File: src/rtl/xalu_pkg.sv
// Shared op codes, nibble width and sequencer state type for the nibble-serial ALU sequencer.
package xalu_pkg;

  localparam int unsigned NIBBLE_W = 4;

  localparam logic [2:0] OP_ADD   = 3'd0;
  localparam logic [2:0] OP_AND   = 3'd1;
  localparam logic [2:0] OP_OR    = 3'd2;
  localparam logic [2:0] OP_XOR   = 3'd3;
  localparam logic [2:0] OP_PASSA = 3'd4;
  localparam logic [2:0] OP_PASSB = 3'd5;
  localparam logic [2:0] OP_SHR   = 3'd6;
  localparam logic [2:0] OP_SHL   = 3'd7;

  typedef enum logic [1:0] {
    StIdle,
    StRun,
    StDone
  } state_e;

endpackage

File: src/rtl/xalu_nibble_seq_if.sv
// Request/result bus plus the 4-bit slice connection of xalu_nibble_seq.
// Optional XALU_SEQ_OVF_EN adds the signed-overflow flag ovf.
interface xalu_nibble_seq_if
  import xalu_pkg::*;
#(
  parameter int unsigned NIBBLES = 4
);
  localparam int unsigned W = NIBBLE_W * NIBBLES;

  logic                start;
  logic [2:0]          op;
  logic                com;
  logic                cin;
  logic [W-1:0]        a_in;
  logic [W-1:0]        b_in;
  logic                busy;
  logic                done;
  logic [W-1:0]        result;
  logic                cout;
  logic                zero;
  logic                neg_zero;
  logic                equ;
`ifdef XALU_SEQ_OVF_EN
  logic                ovf;
`endif
  logic [NIBBLE_W-1:0] slc_a;
  logic [NIBBLE_W-1:0] slc_b;
  logic [2:0]          slc_f;
  logic                slc_com;
  logic                slc_ci_left;
  logic                slc_ci_right;
  logic [NIBBLE_W-1:0] slc_d;
  logic                slc_co_left;
  logic                slc_co_right;
  logic                slc_equ;

  // master: requester together with the external slice; slave: the sequencer
  modport master (
    output start, op, com, cin, a_in, b_in,
    input  busy, done, result, cout, zero, neg_zero, equ,
    input  slc_a, slc_b, slc_f, slc_com, slc_ci_left, slc_ci_right,
    output slc_d, slc_co_left, slc_co_right, slc_equ
`ifdef XALU_SEQ_OVF_EN
    , input ovf
`endif
  );

  modport slave (
    input  start, op, com, cin, a_in, b_in,
    output busy, done, result, cout, zero, neg_zero, equ,
    output slc_a, slc_b, slc_f, slc_com, slc_ci_left, slc_ci_right,
    input  slc_d, slc_co_left, slc_co_right, slc_equ
`ifdef XALU_SEQ_OVF_EN
    , output ovf
`endif
  );

endinterface

File: src/rtl/xalu_nib_sel.sv
// Maps the nibble counter to a physical nibble, selects slice operands and steers the carry input.
module xalu_nib_sel
  import xalu_pkg::*;
#(
  parameter int unsigned NIBBLES = 4,
  parameter int unsigned W       = NIBBLE_W * NIBBLES,
  parameter int unsigned CW      = $clog2(NIBBLES)
) (
  input  logic                active_i,
  input  logic [CW-1:0]       cnt_i,
  input  logic [2:0]          op_i,
  input  logic [W-1:0]        a_i,
  input  logic [W-1:0]        b_i,
  input  logic                cin_i,
  input  logic                co_left_i,
  input  logic                co_right_i,
  output logic [CW-1:0]       idx_o,
  output logic [NIBBLE_W-1:0] slc_a_o,
  output logic [NIBBLE_W-1:0] slc_b_o,
  output logic                slc_ci_left_o,
  output logic                slc_ci_right_o
);

  logic first;

  always_comb begin
    first          = (cnt_i == '0);
    idx_o          = (op_i == OP_SHR) ? (CW'(NIBBLES - 1) - cnt_i) : cnt_i;
    slc_a_o        = '0;
    slc_b_o        = '0;
    slc_ci_left_o  = 1'b0;
    slc_ci_right_o = 1'b0;
    if (active_i) begin
      slc_a_o = a_i[32'(idx_o) * NIBBLE_W +: NIBBLE_W];
      slc_b_o = b_i[32'(idx_o) * NIBBLE_W +: NIBBLE_W];
      // Word carry enters on the first nibble, then ripples from the previous capture
      case (op_i)
        OP_ADD, OP_SHL: slc_ci_right_o = first ? cin_i : co_left_i;
        OP_SHR:         slc_ci_left_o  = first ? cin_i : co_right_i;
        default:        ;
      endcase
    end
  end

endmodule

File: src/rtl/xalu_nibble_seq.sv
// Drives a 4-bit ALU slice over NIBBLES cycles to perform word-wide operations.
// Optional XALU_SEQ_OVF_EN adds the ADD signed-overflow flag.
module xalu_nibble_seq
  import xalu_pkg::*;
#(
  parameter int unsigned NIBBLES = 4
) (
  input  logic             clk,
  input  logic             rst,
  xalu_nibble_seq_if.slave bus
);

  localparam int unsigned W       = NIBBLE_W * NIBBLES;
  localparam int unsigned CW      = $clog2(NIBBLES);
  localparam logic [CW-1:0] LastCnt = CW'(NIBBLES - 1);

  state_e        state_q, state_d;
  logic [CW-1:0] cnt_q, cnt_d;
  logic [W-1:0]  a_q, a_d, b_q, b_d;
  logic [2:0]    op_q, op_d;
  logic          com_q, com_d, cin_q, cin_d;
  logic [W-1:0]  work_q, work_d;
  logic          col_q, col_d, cor_q, cor_d;
  logic          equ_w_q, equ_w_d;
  logic [W-1:0]  result_q, result_d;
  logic          cout_q, cout_d, zero_q, zero_d, nz_q, nz_d, equ_q, equ_d;
`ifdef XALU_SEQ_OVF_EN
  logic          ovf_q, ovf_d;
`endif

  logic          run;
  logic [CW-1:0] idx;
  logic [W-1:0]  work_nxt;
  logic          equ_nxt, cout_nxt;

  assign run = (state_q == StRun);

  xalu_nib_sel #(
    .NIBBLES(NIBBLES),
    .W      (W),
    .CW     (CW)
  ) u_nib_sel (
    .active_i      (run),
    .cnt_i         (cnt_q),
    .op_i          (op_q),
    .a_i           (a_q),
    .b_i           (b_q),
    .cin_i         (cin_q),
    .co_left_i     (col_q),
    .co_right_i    (cor_q),
    .idx_o         (idx),
    .slc_a_o       (bus.slc_a),
    .slc_b_o       (bus.slc_b),
    .slc_ci_left_o (bus.slc_ci_left),
    .slc_ci_right_o(bus.slc_ci_right)
  );

  always_comb begin
    state_d  = state_q;
    cnt_d    = cnt_q;
    a_d      = a_q;
    b_d      = b_q;
    op_d     = op_q;
    com_d    = com_q;
    cin_d    = cin_q;
    work_d   = work_q;
    col_d    = col_q;
    cor_d    = cor_q;
    equ_w_d  = equ_w_q;
    result_d = result_q;
    cout_d   = cout_q;
    zero_d   = zero_q;
    nz_d     = nz_q;
    equ_d    = equ_q;
`ifdef XALU_SEQ_OVF_EN
    ovf_d    = ovf_q;
`endif

    work_nxt = work_q;
    work_nxt[32'(idx) * NIBBLE_W +: NIBBLE_W] = bus.slc_d;
    equ_nxt  = equ_w_q & bus.slc_equ;
    case (op_q)
      OP_ADD, OP_SHL: cout_nxt = bus.slc_co_left;
      OP_SHR:         cout_nxt = bus.slc_co_right;
      default:        cout_nxt = 1'b0;
    endcase

    case (state_q)
      StIdle: begin
        if (bus.start) begin
          a_d     = bus.a_in;
          b_d     = bus.b_in;
          op_d    = bus.op;
          com_d   = bus.com;
          cin_d   = bus.cin;
          cnt_d   = '0;
          work_d  = '0;
          col_d   = 1'b0;
          cor_d   = 1'b0;
          equ_w_d = 1'b1;
          state_d = StRun;
        end
      end
      StRun: begin
        work_d  = work_nxt;
        col_d   = bus.slc_co_left;
        cor_d   = bus.slc_co_right;
        equ_w_d = equ_nxt;
        cnt_d   = cnt_q + CW'(1);
        // Publish on the last capture edge so the result is visible while done is high
        if (cnt_q == LastCnt) begin
          cnt_d    = '0;
          result_d = work_nxt;
          cout_d   = cout_nxt;
          zero_d   = (work_nxt == '0);
          nz_d     = &work_nxt;
          equ_d    = equ_nxt;
`ifdef XALU_SEQ_OVF_EN
          ovf_d    = (op_q == OP_ADD) && (a_q[W-1] == b_q[W-1]) &&
                     ((work_nxt[W-1] ^ com_q) != a_q[W-1]);
`endif
          state_d  = StDone;
        end
      end
      StDone:  state_d = StIdle;
      default: state_d = StIdle;
    endcase
  end

  always_ff @(posedge clk) begin
    if (rst) begin
      state_q  <= StIdle;
      cnt_q    <= '0;
      a_q      <= '0;
      b_q      <= '0;
      op_q     <= '0;
      com_q    <= 1'b0;
      cin_q    <= 1'b0;
      work_q   <= '0;
      col_q    <= 1'b0;
      cor_q    <= 1'b0;
      equ_w_q  <= 1'b0;
      result_q <= '0;
      cout_q   <= 1'b0;
      zero_q   <= 1'b0;
      nz_q     <= 1'b0;
      equ_q    <= 1'b0;
`ifdef XALU_SEQ_OVF_EN
      ovf_q    <= 1'b0;
`endif
    end else begin
      state_q  <= state_d;
      cnt_q    <= cnt_d;
      a_q      <= a_d;
      b_q      <= b_d;
      op_q     <= op_d;
      com_q    <= com_d;
      cin_q    <= cin_d;
      work_q   <= work_d;
      col_q    <= col_d;
      cor_q    <= cor_d;
      equ_w_q  <= equ_w_d;
      result_q <= result_d;
      cout_q   <= cout_d;
      zero_q   <= zero_d;
      nz_q     <= nz_d;
      equ_q    <= equ_d;
`ifdef XALU_SEQ_OVF_EN
      ovf_q    <= ovf_d;
`endif
    end
  end

  assign bus.busy     = run;
  assign bus.done     = (state_q == StDone);
  assign bus.result   = result_q;
  assign bus.cout     = cout_q;
  assign bus.zero     = zero_q;
  assign bus.neg_zero = nz_q;
  assign bus.equ      = equ_q;
  assign bus.slc_f    = run ? op_q : 3'd0;
  assign bus.slc_com  = run ? com_q : 1'b0;
`ifdef XALU_SEQ_OVF_EN
  assign bus.ovf      = ovf_q;
`endif

endmodule

File: src/flat_wrapper.sv
// flat-port wrapper written by rule: the top's interface ports become plain ports
module xalu_nibble_seq_flat import xalu_pkg::*;
#(
  parameter int unsigned NIBBLES = 4
)
  (clk, rst, bus_start, bus_op, bus_com, bus_cin, bus_a_in, bus_b_in, bus_busy, bus_done, bus_result, bus_cout, bus_zero, bus_neg_zero, bus_equ, bus_slc_a, bus_slc_b, bus_slc_f, bus_slc_com, bus_slc_ci_left, bus_slc_ci_right, bus_slc_d, bus_slc_co_left, bus_slc_co_right, bus_slc_equ);
  xalu_nibble_seq_if #(.NIBBLES(NIBBLES)) bus_i ();
  input  logic clk;
  input  logic rst;
  input wire logic [$bits(bus_i.start)-1:0] bus_start;
  input wire logic [$bits(bus_i.op)-1:0] bus_op;
  input wire logic [$bits(bus_i.com)-1:0] bus_com;
  input wire logic [$bits(bus_i.cin)-1:0] bus_cin;
  input wire logic [$bits(bus_i.a_in)-1:0] bus_a_in;
  input wire logic [$bits(bus_i.b_in)-1:0] bus_b_in;
  output wire logic [$bits(bus_i.busy)-1:0] bus_busy;
  output wire logic [$bits(bus_i.done)-1:0] bus_done;
  output wire logic [$bits(bus_i.result)-1:0] bus_result;
  output wire logic [$bits(bus_i.cout)-1:0] bus_cout;
  output wire logic [$bits(bus_i.zero)-1:0] bus_zero;
  output wire logic [$bits(bus_i.neg_zero)-1:0] bus_neg_zero;
  output wire logic [$bits(bus_i.equ)-1:0] bus_equ;
  output wire logic [$bits(bus_i.slc_a)-1:0] bus_slc_a;
  output wire logic [$bits(bus_i.slc_b)-1:0] bus_slc_b;
  output wire logic [$bits(bus_i.slc_f)-1:0] bus_slc_f;
  output wire logic [$bits(bus_i.slc_com)-1:0] bus_slc_com;
  output wire logic [$bits(bus_i.slc_ci_left)-1:0] bus_slc_ci_left;
  output wire logic [$bits(bus_i.slc_ci_right)-1:0] bus_slc_ci_right;
  input wire logic [$bits(bus_i.slc_d)-1:0] bus_slc_d;
  input wire logic [$bits(bus_i.slc_co_left)-1:0] bus_slc_co_left;
  input wire logic [$bits(bus_i.slc_co_right)-1:0] bus_slc_co_right;
  input wire logic [$bits(bus_i.slc_equ)-1:0] bus_slc_equ;
  assign bus_i.start = bus_start;
  assign bus_i.op = bus_op;
  assign bus_i.com = bus_com;
  assign bus_i.cin = bus_cin;
  assign bus_i.a_in = bus_a_in;
  assign bus_i.b_in = bus_b_in;
  assign bus_busy = bus_i.busy;
  assign bus_done = bus_i.done;
  assign bus_result = bus_i.result;
  assign bus_cout = bus_i.cout;
  assign bus_zero = bus_i.zero;
  assign bus_neg_zero = bus_i.neg_zero;
  assign bus_equ = bus_i.equ;
  assign bus_slc_a = bus_i.slc_a;
  assign bus_slc_b = bus_i.slc_b;
  assign bus_slc_f = bus_i.slc_f;
  assign bus_slc_com = bus_i.slc_com;
  assign bus_slc_ci_left = bus_i.slc_ci_left;
  assign bus_slc_ci_right = bus_i.slc_ci_right;
  assign bus_i.slc_d = bus_slc_d;
  assign bus_i.slc_co_left = bus_slc_co_left;
  assign bus_i.slc_co_right = bus_slc_co_right;
  assign bus_i.slc_equ = bus_slc_equ;
  xalu_nibble_seq #(.NIBBLES(NIBBLES)) u_core (.clk(clk), .rst(rst), .bus(bus_i));
endmodule
File: config.mk
export PLATFORM = sky130hd
export DESIGN_NAME = xalu_nibble_seq_flat
export DESIGN_NICKNAME = d
export VERILOG_FILES = /design/src/rtl/xalu_pkg.sv /design/src/rtl/xalu_nibble_seq_if.sv /design/src/rtl/xalu_nib_sel.sv /design/src/rtl/xalu_nibble_seq.sv /design/src/flat_wrapper.sv
export SDC_FILE = /design/constraint.sdc
export NUM_CORES = 1
export LEC_CHECK = 0
export CAP_MARGIN = 10
export CORE_MARGIN = 1
export CORE_UTILIZATION = 50
export DETAILED_ROUTE_END_ITERATION = 10
export HOLD_SLACK_MARGIN = 0.15
export MAX_ROUTING_LAYER = met4
export PLACE_DENSITY = 0.77
export SLEW_MARGIN = 20
export SYNTH_ARGS = -nofsm -noshare
export SYNTH_HDL_FRONTEND = slang
export SYNTH_HIERARCHICAL = 1
export SYNTH_SLANG_ARGS = --single-unit
File: constraint.sdc
create_clock -name clk -period 4.9 [get_ports clk]
set_input_delay 0.98 -clock clk [delete_from_list [all_inputs] [get_ports clk]]
set_output_delay 0.98 -clock clk [all_outputs]
set_load 0.03 [all_outputs]
# Yosys cells after proc, flatten, opt, wreduce, memory -nomap -nowiden
# Index checks and enable logic that the tools add are counted.
[word_totals]
word_cells = 68
ff_bits = 80
[op_classes]
mux = 26
shift = 4
addsub = 3
bitwise_logic = 1
eq_ne = 7
reduce_logical = 11
[op_table]
columns = ["operator", "count"]
rows = [
  ["negator 4 -> 34 bit", 1],
  ["variable shift 4 x 34 -> 16 bit, first input constant", 1],
  ["variable part select 4 x 34 -> 16 bit", 1],
  ["one-hot mux 16 bit (2 select lines)", 1],
  ["variable part select 16 x 5 -> 4 bit", 2],
  ["bitwise mux 16 bit", 1],
  ["logical NOT 16 bit", 1],
  ["2-to-1 mux 16 bit", 1],
  ["AND reduction 16 bit", 1],
  ["2-to-1 mux 2 bit", 5],
  ["2-to-1 mux 1 bit", 9],
  ["2-to-1 mux 4 bit", 2],
  ["one-hot mux 1 bit (2 select lines)", 4],
  ["one-hot mux 2 bit (2 select lines)", 2],
  ["AND reduction 2 bit", 4],
  ["equality test 3 bit, second input constant", 2],
  ["equality test 2 bit, second input constant", 2],
  ["logical NOT 2 bit", 2],
  ["!= test 2 bit, second input constant", 2],
  ["logical NOT 3 bit", 1],
  ["2-to-1 mux 3 bit", 1],
  ["adder 2 x 1 -> 2 bit, second input constant", 1],
  ["equality test 2 x 1 -> 1 bit, second input constant", 1],
  ["nonzero test 2 bit", 1],
  ["other kinds (3)", 3],
]

# Longest topological paths before layout
# Gate-level depths: netlist of the first run.
[logic_depth]
ltp_word = 6
mapped_depth = 11
depth_no_buf = 9

# Modules after synthesis
# The synthesis of the first run kept the hierarchy.
[modules_own_cells]
columns = ["mod", "cells_each", "area_per_inst_um2", "instances", "seq_area_each_um2"]
rows = [
  ["xalu_nibble_seq", 430, 3352.0, 1, 1601.5],
  ["xalu_nib_sel", 136, 817.0, 1, 0.0],
]

# Worst setup path after synthesis of the first run
# OpenSTA, ideal clock, no wires.
[synth_path]
path_kind = "register to register"
startpoint = "register u_core.op_q[0]"
endpoint = "register u_core.zero_q, in the netlist u_core/bus.zero"
n_path_buf = 2
t_arrival_ns = 3.126
setup_slack_ns = 1.705
stages_incl_launch_ff = 12
path_cell_list = "dfxtp_1 nand3b_2 buf_2 xnor2_1 inv_1 ha_1 clkbuf_1 and3b_1 a31oi_1 o211ai_1 or4_1 o21ai_1"
[synth_via]
elab_chain_cells = 6
elab_cells_between_ends = 7
classes_between = "1 x add/sub; 1 x eq/ne; 2 x shift; 2 x mux; 1 x reduce/logical"
[synth_lines]
columns = ["element", "line_no", "rtl"]
rows = [
  ["start: declaration", "xalu_nibble_seq.sv:20", "logic [2:0] op_q, op_d;"],
  ["start signal: assignment", "xalu_nibble_seq.sv:156", "op_q <= op_d;"],
  ["equality test 3 bit *", "xalu_nib_sel.sv:28", "idx_o = (op_i == OP_SHR) ? (CW'(NIBBLES - 1) - cnt_i) : cnt_i;"],
  ["2-to-1 mux 2 bit *", "xalu_nib_sel.sv:28", ""],
  ["net u_core.idx[0]", "xalu_nibble_seq.sv:32", "logic [CW-1:0] idx;"],
  ["negator 4 -> 34 bit *", "xalu_nibble_seq.sv:80", "work_nxt[32'(idx) * NIBBLE_W +: NIBBLE_W] = bus.slc_d;"],
  ["variable part select 4 x 34 -> 16 bit / variable shift 4 x 34 -> 16 bit (equally long branches)", "xalu_nibble_seq.sv:80", ""],
  ["bitwise mux 16 bit *", "xalu_nibble_seq.sv:80", ""],
  ["logical NOT 16 bit *", "xalu_nibble_seq.sv:115", "zero_d = (work_nxt == '0);"],
  ["end signal: assignment", "xalu_nibble_seq.sv:165", "zero_q <= zero_d;"],
  ["end: declaration", "xalu_nibble_seq.sv:26", "logic cout_q, cout_d, zero_q, zero_d, nz_q, nz_d, equ_q, equ_d;"],
]
# The timed path passes the listed nets; every way through them passes the cells marked *.
# A chain may end at the register's enable or synchronous reset.

# Final worst setup path of the first run
[layout_path]
startpoint = "register u_core.op_q[1]"
endpoint = "output port bus_slc_a[2]"
[layout_via]
elab_chain_cells = 4
[layout_lines]
columns = ["element", "line_no", "rtl"]
rows = [
  ["equality test 3 bit", "xalu_nib_sel.sv:28", ""],
  ["2-to-1 mux 2 bit", "xalu_nib_sel.sv:28", ""],
  ["variable part select 16 x 5 -> 4 bit", "xalu_nib_sel.sv:34", "slc_a_o = a_i[32'(idx_o) * NIBBLE_W +: NIBBLE_W];"],
  ["2-to-1 mux 4 bit", "xalu_nib_sel.sv:33", "if (active_i) begin"],
  ["end: declaration", "flat_wrapper.sv:23", "output wire logic [$bits(bus_i.slc_a)-1:0] bus_slc_a;"],
]
# No other way between the ends.

==> flow_summary.toml, run 1 <==
[detailed_routing]
dr.pass1.iters = 5
vias = 4211
drt-initial-drc-count = 266
finalWirelength_um = 10700
avgRoutedWirePerCell_um = 14.8
via_per_inst = 5.83
drc = 0
ant_nets = 0

[sta]
rsz0062_at_grt = "no"
finalCriticalPeriod_ns = 3.90
finalSetupViolCount = 0
setup_ws_ns = 0.998
hold_viol = 0
tightest_slew_ns = 0.932
finalCritPeriodShare_pct = 79.6
holdWs_ns = 0.454
fmax_mhz = 256
slew_violations = 0
max_slew_margin_pct = 37.9
tns_ns = 0
fin_worst_skew_ns = 0.00890

[clock_tree]
cts_root_buf = "clkbuf_8"
cts-hold-fix-buffers = 0
numCtsBuffers = 9
clk_pin_slew_ns = 0.08
cts_tree = "done"
cts-resized-gates = 0
htree_levels = 3
insertion_delay_ns = 0.35
clk_path_buf_depth = 2
postCtsSetupBuffers = 0
clock-sinks = 80

[final_layout]
layout_common_cells = "nand2_1 (106), clkdlybuf4s50_1 (81), dfxtp_1 (79)"
final_core_util_pct = 65.7
diodes = 0
mostFrequentLayoutCell = "nand2_1"
nFillCells = 716
area_growth_pct = 24.3
drive_gt1_share_pct = 3.71
nets = 669

[grt]
grt_max_degree = 81
grt_pass1_vias = 3745
grt_pass1_wl_um = 17700
antenna_found_initial = 0
overflow = 0
track_usage_pct = 26.3

[placement]
pre_cts_slack_ns = 1.40
gp_congestion = 0.947
numPortBuffers = 82
dpl.hpwl_um = 7070

[pwr]
vdd_drop_max_v = 0.000199
p_per_area_mw_per_mm2 = 291
p_leak_nw = 1.86
p_total_w = 0.00151

[setup_path]
timing.rr.start = "u_core/cnt_q[0]$_SDFFE_PP0P_"
crit_path_max_fanout = 25
r2r_slack_ns = 1.29
worst_setup_path_start_kind = "register"
worst-setup-path-type = "reg -> out"
worstRegToRegCells = 8
r2r-end = "u_core/bus.zero$_SDFFE_PP0P_"
cp-startpoint = "u_core/op_q[1]$_SDFFE_PP0P_"
cp.arrival_ns = 2.92
end_kind = "primary output"
endpoint = "bus_slc_a[2]"
cp.required_ns = 3.92

[floorplan]
start_util_pct = 52.9
io_pins = 83
fp.dieH_um = 93.3
core_mm2 = 0.00789
die-area_mm2 = 0.00871
die_x_um = 93.3
rows = 32

[synthesis]
synth_seq_cells = 80
ys_warn_count = 6
syn_nets = 619
synth_area_mm2 = 0.00417
syn_inst = 566
ys_types = 40
ys_seq_area_share_pct = 38.4
syn_area_per_cell_um2 = 7.37

[min_path]
min_path_type = "reg -> reg"
min_from = "u_core/bus.neg_zero$_SDFFE_PP0P_"

[status]
outcome = "complete, no violations"

[job]
drv_cap = 0
==> area by class of cell <==
class | count | area (um^2) | area share [%]
multi-input cells | 434 | 2350 | 45.3
flip-flops and latches | 80 | 1600 | 30.9
repair buffers | 87 | 853 | 16.5
clock buffers | 12 | 145 | 2.80
well taps | 102 | 128 | 2.46
clock inverters | 3 | 90.1 | 1.74
inverters | 4 | 15.0 | 0.290
==> registers in the layout, indices dropped and copies added, names as in the netlist, 2 cells and up <==
name               flops
u_core/state_q         2
u_core/op_q            3
u_core/a_q            16
u_core/b_q            16
u_core/bus.result     16
u_core/cnt_q           2
u_core/work_q         16
==> critical path: stages (launching register included) <==
cell             delay, ns
dfxtp_1               0.48
and3b_1               0.80
nand2_1               0.15
a311oi_1              0.32
o22a_1                0.17
clkdlybuf4s50_1       0.66
==> metal layers <==
metal / up-vias / share of wire (%) / GRT usage (%)
met5: - / 0 / -
li1: 2097 / - / -
met2: 149 / 45 / 38.3
met3: 15 / 6.1 / 4.55
met4: 0 / 1.2 / 9.62
met1: 1950 / 48 / 36.4
==> cell families after synthesis <==
kind of cell	Yosys count	synth area share [%]
and+or+nand+nor	265	29.0
AOI/OAI and AO/OA	152	22.7
DFF	80	38.4
buffers and inverters	52	5.43
muxes	9	2.16
adders and majority gates	6	1.80
xor gates and xnor gates	2	0.420
==> worst min path at each step <==
stage / to / slack [ns] / cells past startpoint
4_1_cts: u_core/bus.neg_zero$_SDFFE_PP0P_ / 0.45 / 2
6_report: u_core/bus.neg_zero$_SDFFE_PP0P_ / 0.45 / 2
2_1_floorplan: u_core/com_q$_SDFFE_PP0P_ / 0.43 / 2
5_1_grt: u_core/bus.neg_zero$_SDFFE_PP0P_ / 0.47 / 2
3_5_place_dp: u_core/bus.neg_zero$_SDFFE_PP0P_ / 0.44 / 2
3_3_place_gp: u_core/bus.neg_zero$_SDFFE_PP0P_ / 0.44 / 2
==> report_power, final <==
part           switching, W  internal, W  total (W)  leakage (nW)
clock network      0.000226     0.000350   0.000576         0.117
logic              0.000132    0.0000974   0.000229          1.09
registers         0.0000315     0.000674   0.000705         0.652
==> metrics by stage <==
step / area, um^2 / instances
finish: 5180 / 722
global route: 5180 / 722
CTS: 5180 / 722
detailed placement: 4940 / 707
global placement: 4940 / 707
floorplan: 4170 / 566
==> synthesized netlist by cell type <==
cell	instances	area, um^2
and3_1	2	12.5
buf_1	7	26.3
buf_4	1	7.51
nor4_1	3	18.8
clkbuf_1	33	124
dfxtp_1	80	1600
nand2b_1	5	31.3
o21ai_0	6	30.0
nor4bb_1	1	10.0
inv_2	1	3.75
o41ai_1	1	8.76
or4_1	3	22.5
o22ai_1	1	6.26
o211ai_1	3	22.5
nand2_1	107	402
nor2b_1	22	138
and3b_1	4	35.0
a311oi_1	9	78.8
nand3_1	8	40.0
xnor2_1	2	17.5
a22oi_1	2	15.0
buf_2	4	20.0
o21ai_1	2	10.0
nor3_1	36	180
nor2_1	61	229
o31ai_1	8	60.1
buf_6	3	33.8
a21oi_1	65	325
ha_1	6	75.1
a21o_1	1	7.51
inv_1	3	11.3
a211oi_1	21	158
a31oi_1	25	156
mux2i_1	9	90.1
and2_1	6	37.5
nand3b_2	1	11.3
nor3b_1	3	22.5
o22a_1	8	70.1
nand3b_1	1	7.51
nand4_1	2	12.5
(Power assumes the default switching activity.)
==> inputs of run 2 (changes only) <==
clock period = 3.65 ns   (was 4.9 ns; I/O delays follow)
==> run 2 against run 1 <==
  * Setup slack got worse by 0.79 ns
  * Combinational power up 39%
  * Sequential power up 33%
  * Largest cell class unchanged
  * Register-to-register slack got worse by 0.87 ns
  * Non-clock buffer count grew 3
  * First-iteration DRC count up 32%
==> flow_summary.toml, run 2 (synthesis gave the netlist of run 1 again) <==
[pwr]
power.switching_w = 0.000534
vdd_drop_max_v = 0.000232
p_seq_share_pct = 49.3
p_total_w = 0.00190
p_comb_share_pct = 16.8
swShare_pct = 28.1
p_per_area_mw_per_mm2 = 368
internal-power_w = 0.00137
p_leak_nw = 1.86
clkPwrFrac_pct = 34.0

[clock_tree]
cts_root_buf = "clkbuf_8"
clk_path_buf_depth = 2
cts_tree = "done"
htree_levels = 3
clock-sinks = 80
numCtsBuffers = 9
insertion_delay_ns = 0.34
cts-hold-fix-buffers = 0
clk_pin_slew_ns = 0.08

[floorplan]
rows = 32
die-area_mm2 = 0.00871
die_x_um = 93.3
core_mm2 = 0.00789
fp.dieH_um = 93.3
io_pins = 83
start_util_pct = 52.9

[setup_path]
r2r-end = "u_core/bus.zero$_SDFFE_PP0P_"
cp.required_ns = 2.92
timing.rr.start = "u_core/op_q[0]$_SDFFE_PP0P_"
cp.arrival_ns = 2.72
worstRegToRegCells = 9
crit_path_max_fanout = 40
crit_path_cell_trace = "nand3b_2, buf_4, nand2_1, a311oi_1, o22a_1, clkdlybuf4s50_1"
worst_setup_path_start_kind = "register"
end_kind = "primary output"
cpMaxStageDelayCell = "clkdlybuf4s50_1"
critical_path_buf_inv_count = 2
crit_family = "buffers and inverters"
cpPeakStageDelay_ns = 0.67
worst-setup-path-type = "reg -> out"
r2r_slack_ns = 0.42

[placement]
numPortBuffers = 82
dpl.hpwl_um = 7150
gp_congestion = 0.901
pre_cts_slack_ns = 0.215
placed_cell_area_mm2 = 0.00496

[detailed_routing]
drc = 0
avgRoutedWirePerCell_um = 15.2
ant_nets = 0
drt-initial-drc-count = 352
vias = 4244
via_per_inst = 5.85
dr.pass1.iters = 5
finalWirelength_um = 11000

[grt]
antenna_found_initial = 0
grt_max_degree = 60
track_usage_pct = 27.0
grt_pass1_wl_um = 18300
grt_pass1_vias = 3832
overflow = 0

[final_layout]
area_growth_pct = 24.1
drive_gt1_share_pct = 4.65
layout_common_cells = "nand2_1 (106), clkdlybuf4s50_1 (81), dfxtp_1 (79)"
nFillCells = 714
final_cell_area_mm2 = 0.00517
mostFrequentLayoutCell = "nand2_1"
diodes = 0
nets = 672

[job]
drv_cap = 0

[sta]
setup_ws_ns = 0.203
max_slew_margin_pct = 40.0
finalSetupViolCount = 0
finalCritPeriodShare_pct = 94.4
hold_viol = 0
slew_violations = 0
holdWs_ns = 0.455
fmax_mhz = 290
tightest_slew_ns = 0.901
rsz0062_at_grt = "no"
tns_ns = 0
fin_worst_skew_ns = 0.0117
finalCriticalPeriod_ns = 3.45

[min_path]
whs_path_depth = 2
min_from = "u_core/com_q$_SDFFE_PP0P_"
whs_endpoint = "u_core/com_q$_SDFFE_PP0P_"
min_path_type = "reg -> reg"

[status]
outcome = "complete, no violations"
run 2: worst max-delay path by stage:
stage | slack, ns | from | cells past startpoint | endpoint
global route | 0.04 | u_core/op_q[0]$_SDFFE_PP0P_ | 6 | bus_slc_b[3]
detailed placement | 0.21 | u_core/op_q[0]$_SDFFE_PP0P_ | 9 | u_core/bus.zero$_SDFFE_PP0P_
global placement | 0.43 | u_core/op_q[0]$_SDFFE_PP0P_ | 9 | u_core/bus.zero$_SDFFE_PP0P_
CTS | 0.22 | u_core/op_q[0]$_SDFFE_PP0P_ | 9 | u_core/bus.zero$_SDFFE_PP0P_
floorplan | 0.46 | u_core/op_q[0]$_SDFFE_PP0P_ | 11 | u_core/bus.zero$_SDFFE_PP0P_
finish | 0.20 | u_core/op_q[0]$_SDFFE_PP0P_ | 6 | bus_slc_b[2]
run 2: per-layer routing:
layer | vias up | track usage (%) | wire length, um
met2 | 190 | 40.1 | 5000
li1 | 2100 | - | -
met5 | - | - | 0
met4 | 0 | 8.08 | 78
met1 | 1944 | 38.3 | 5190
met3 | 10 | 3.25 | 731
run 2: timing repair:
item,4_1_cts,5_1_grt
buffers inserted,0,0
endpoints found under the setup margin,0,1
resized for setup,0,1
hold endpoints to repair,0,0
run 2: final cells by class:
cell class / count / area, um^2 / share of cell area, %
clock inverter: 5 / 57.6 / 1.11
clock buffer: 10 / 138 / 2.66
timing repair buffer: 90 / 876 / 16.9
tap: 102 / 128 / 2.47
inverter: 4 / 15.0 / 0.290
multi-input combinational: 434 / 2360 / 45.5
sequential: 80 / 1600 / 31.0
run 2: tightest hold or removal path, cell delays in order (launching register included):
cell	delay, ns
dfxtp_1	0.31
nand2_1	0.05
a21oi_1	0.05
run 2: stage by stage:
step / utilization, % / instances
floorplan: - / 566
global placement: 62.9 / 710
detailed placement: 62.9 / 710
CTS: 65.4 / 725
global route: 65.6 / 725
finish: 65.6 / 725
run 2: power by group through the flow:
stage	Combinational (W)	Sequential, W	Clock [W]
4_1_cts	0.000316	0.000935	0.000658
3_5_place_dp	0.000314	0.000955	0
2_1_floorplan	0.000204	0.000947	0
6_report	0.000319	0.000936	0.000646
3_3_place_gp	0.000307	0.000953	0
5_1_grt	0.000351	0.000942	0.000702
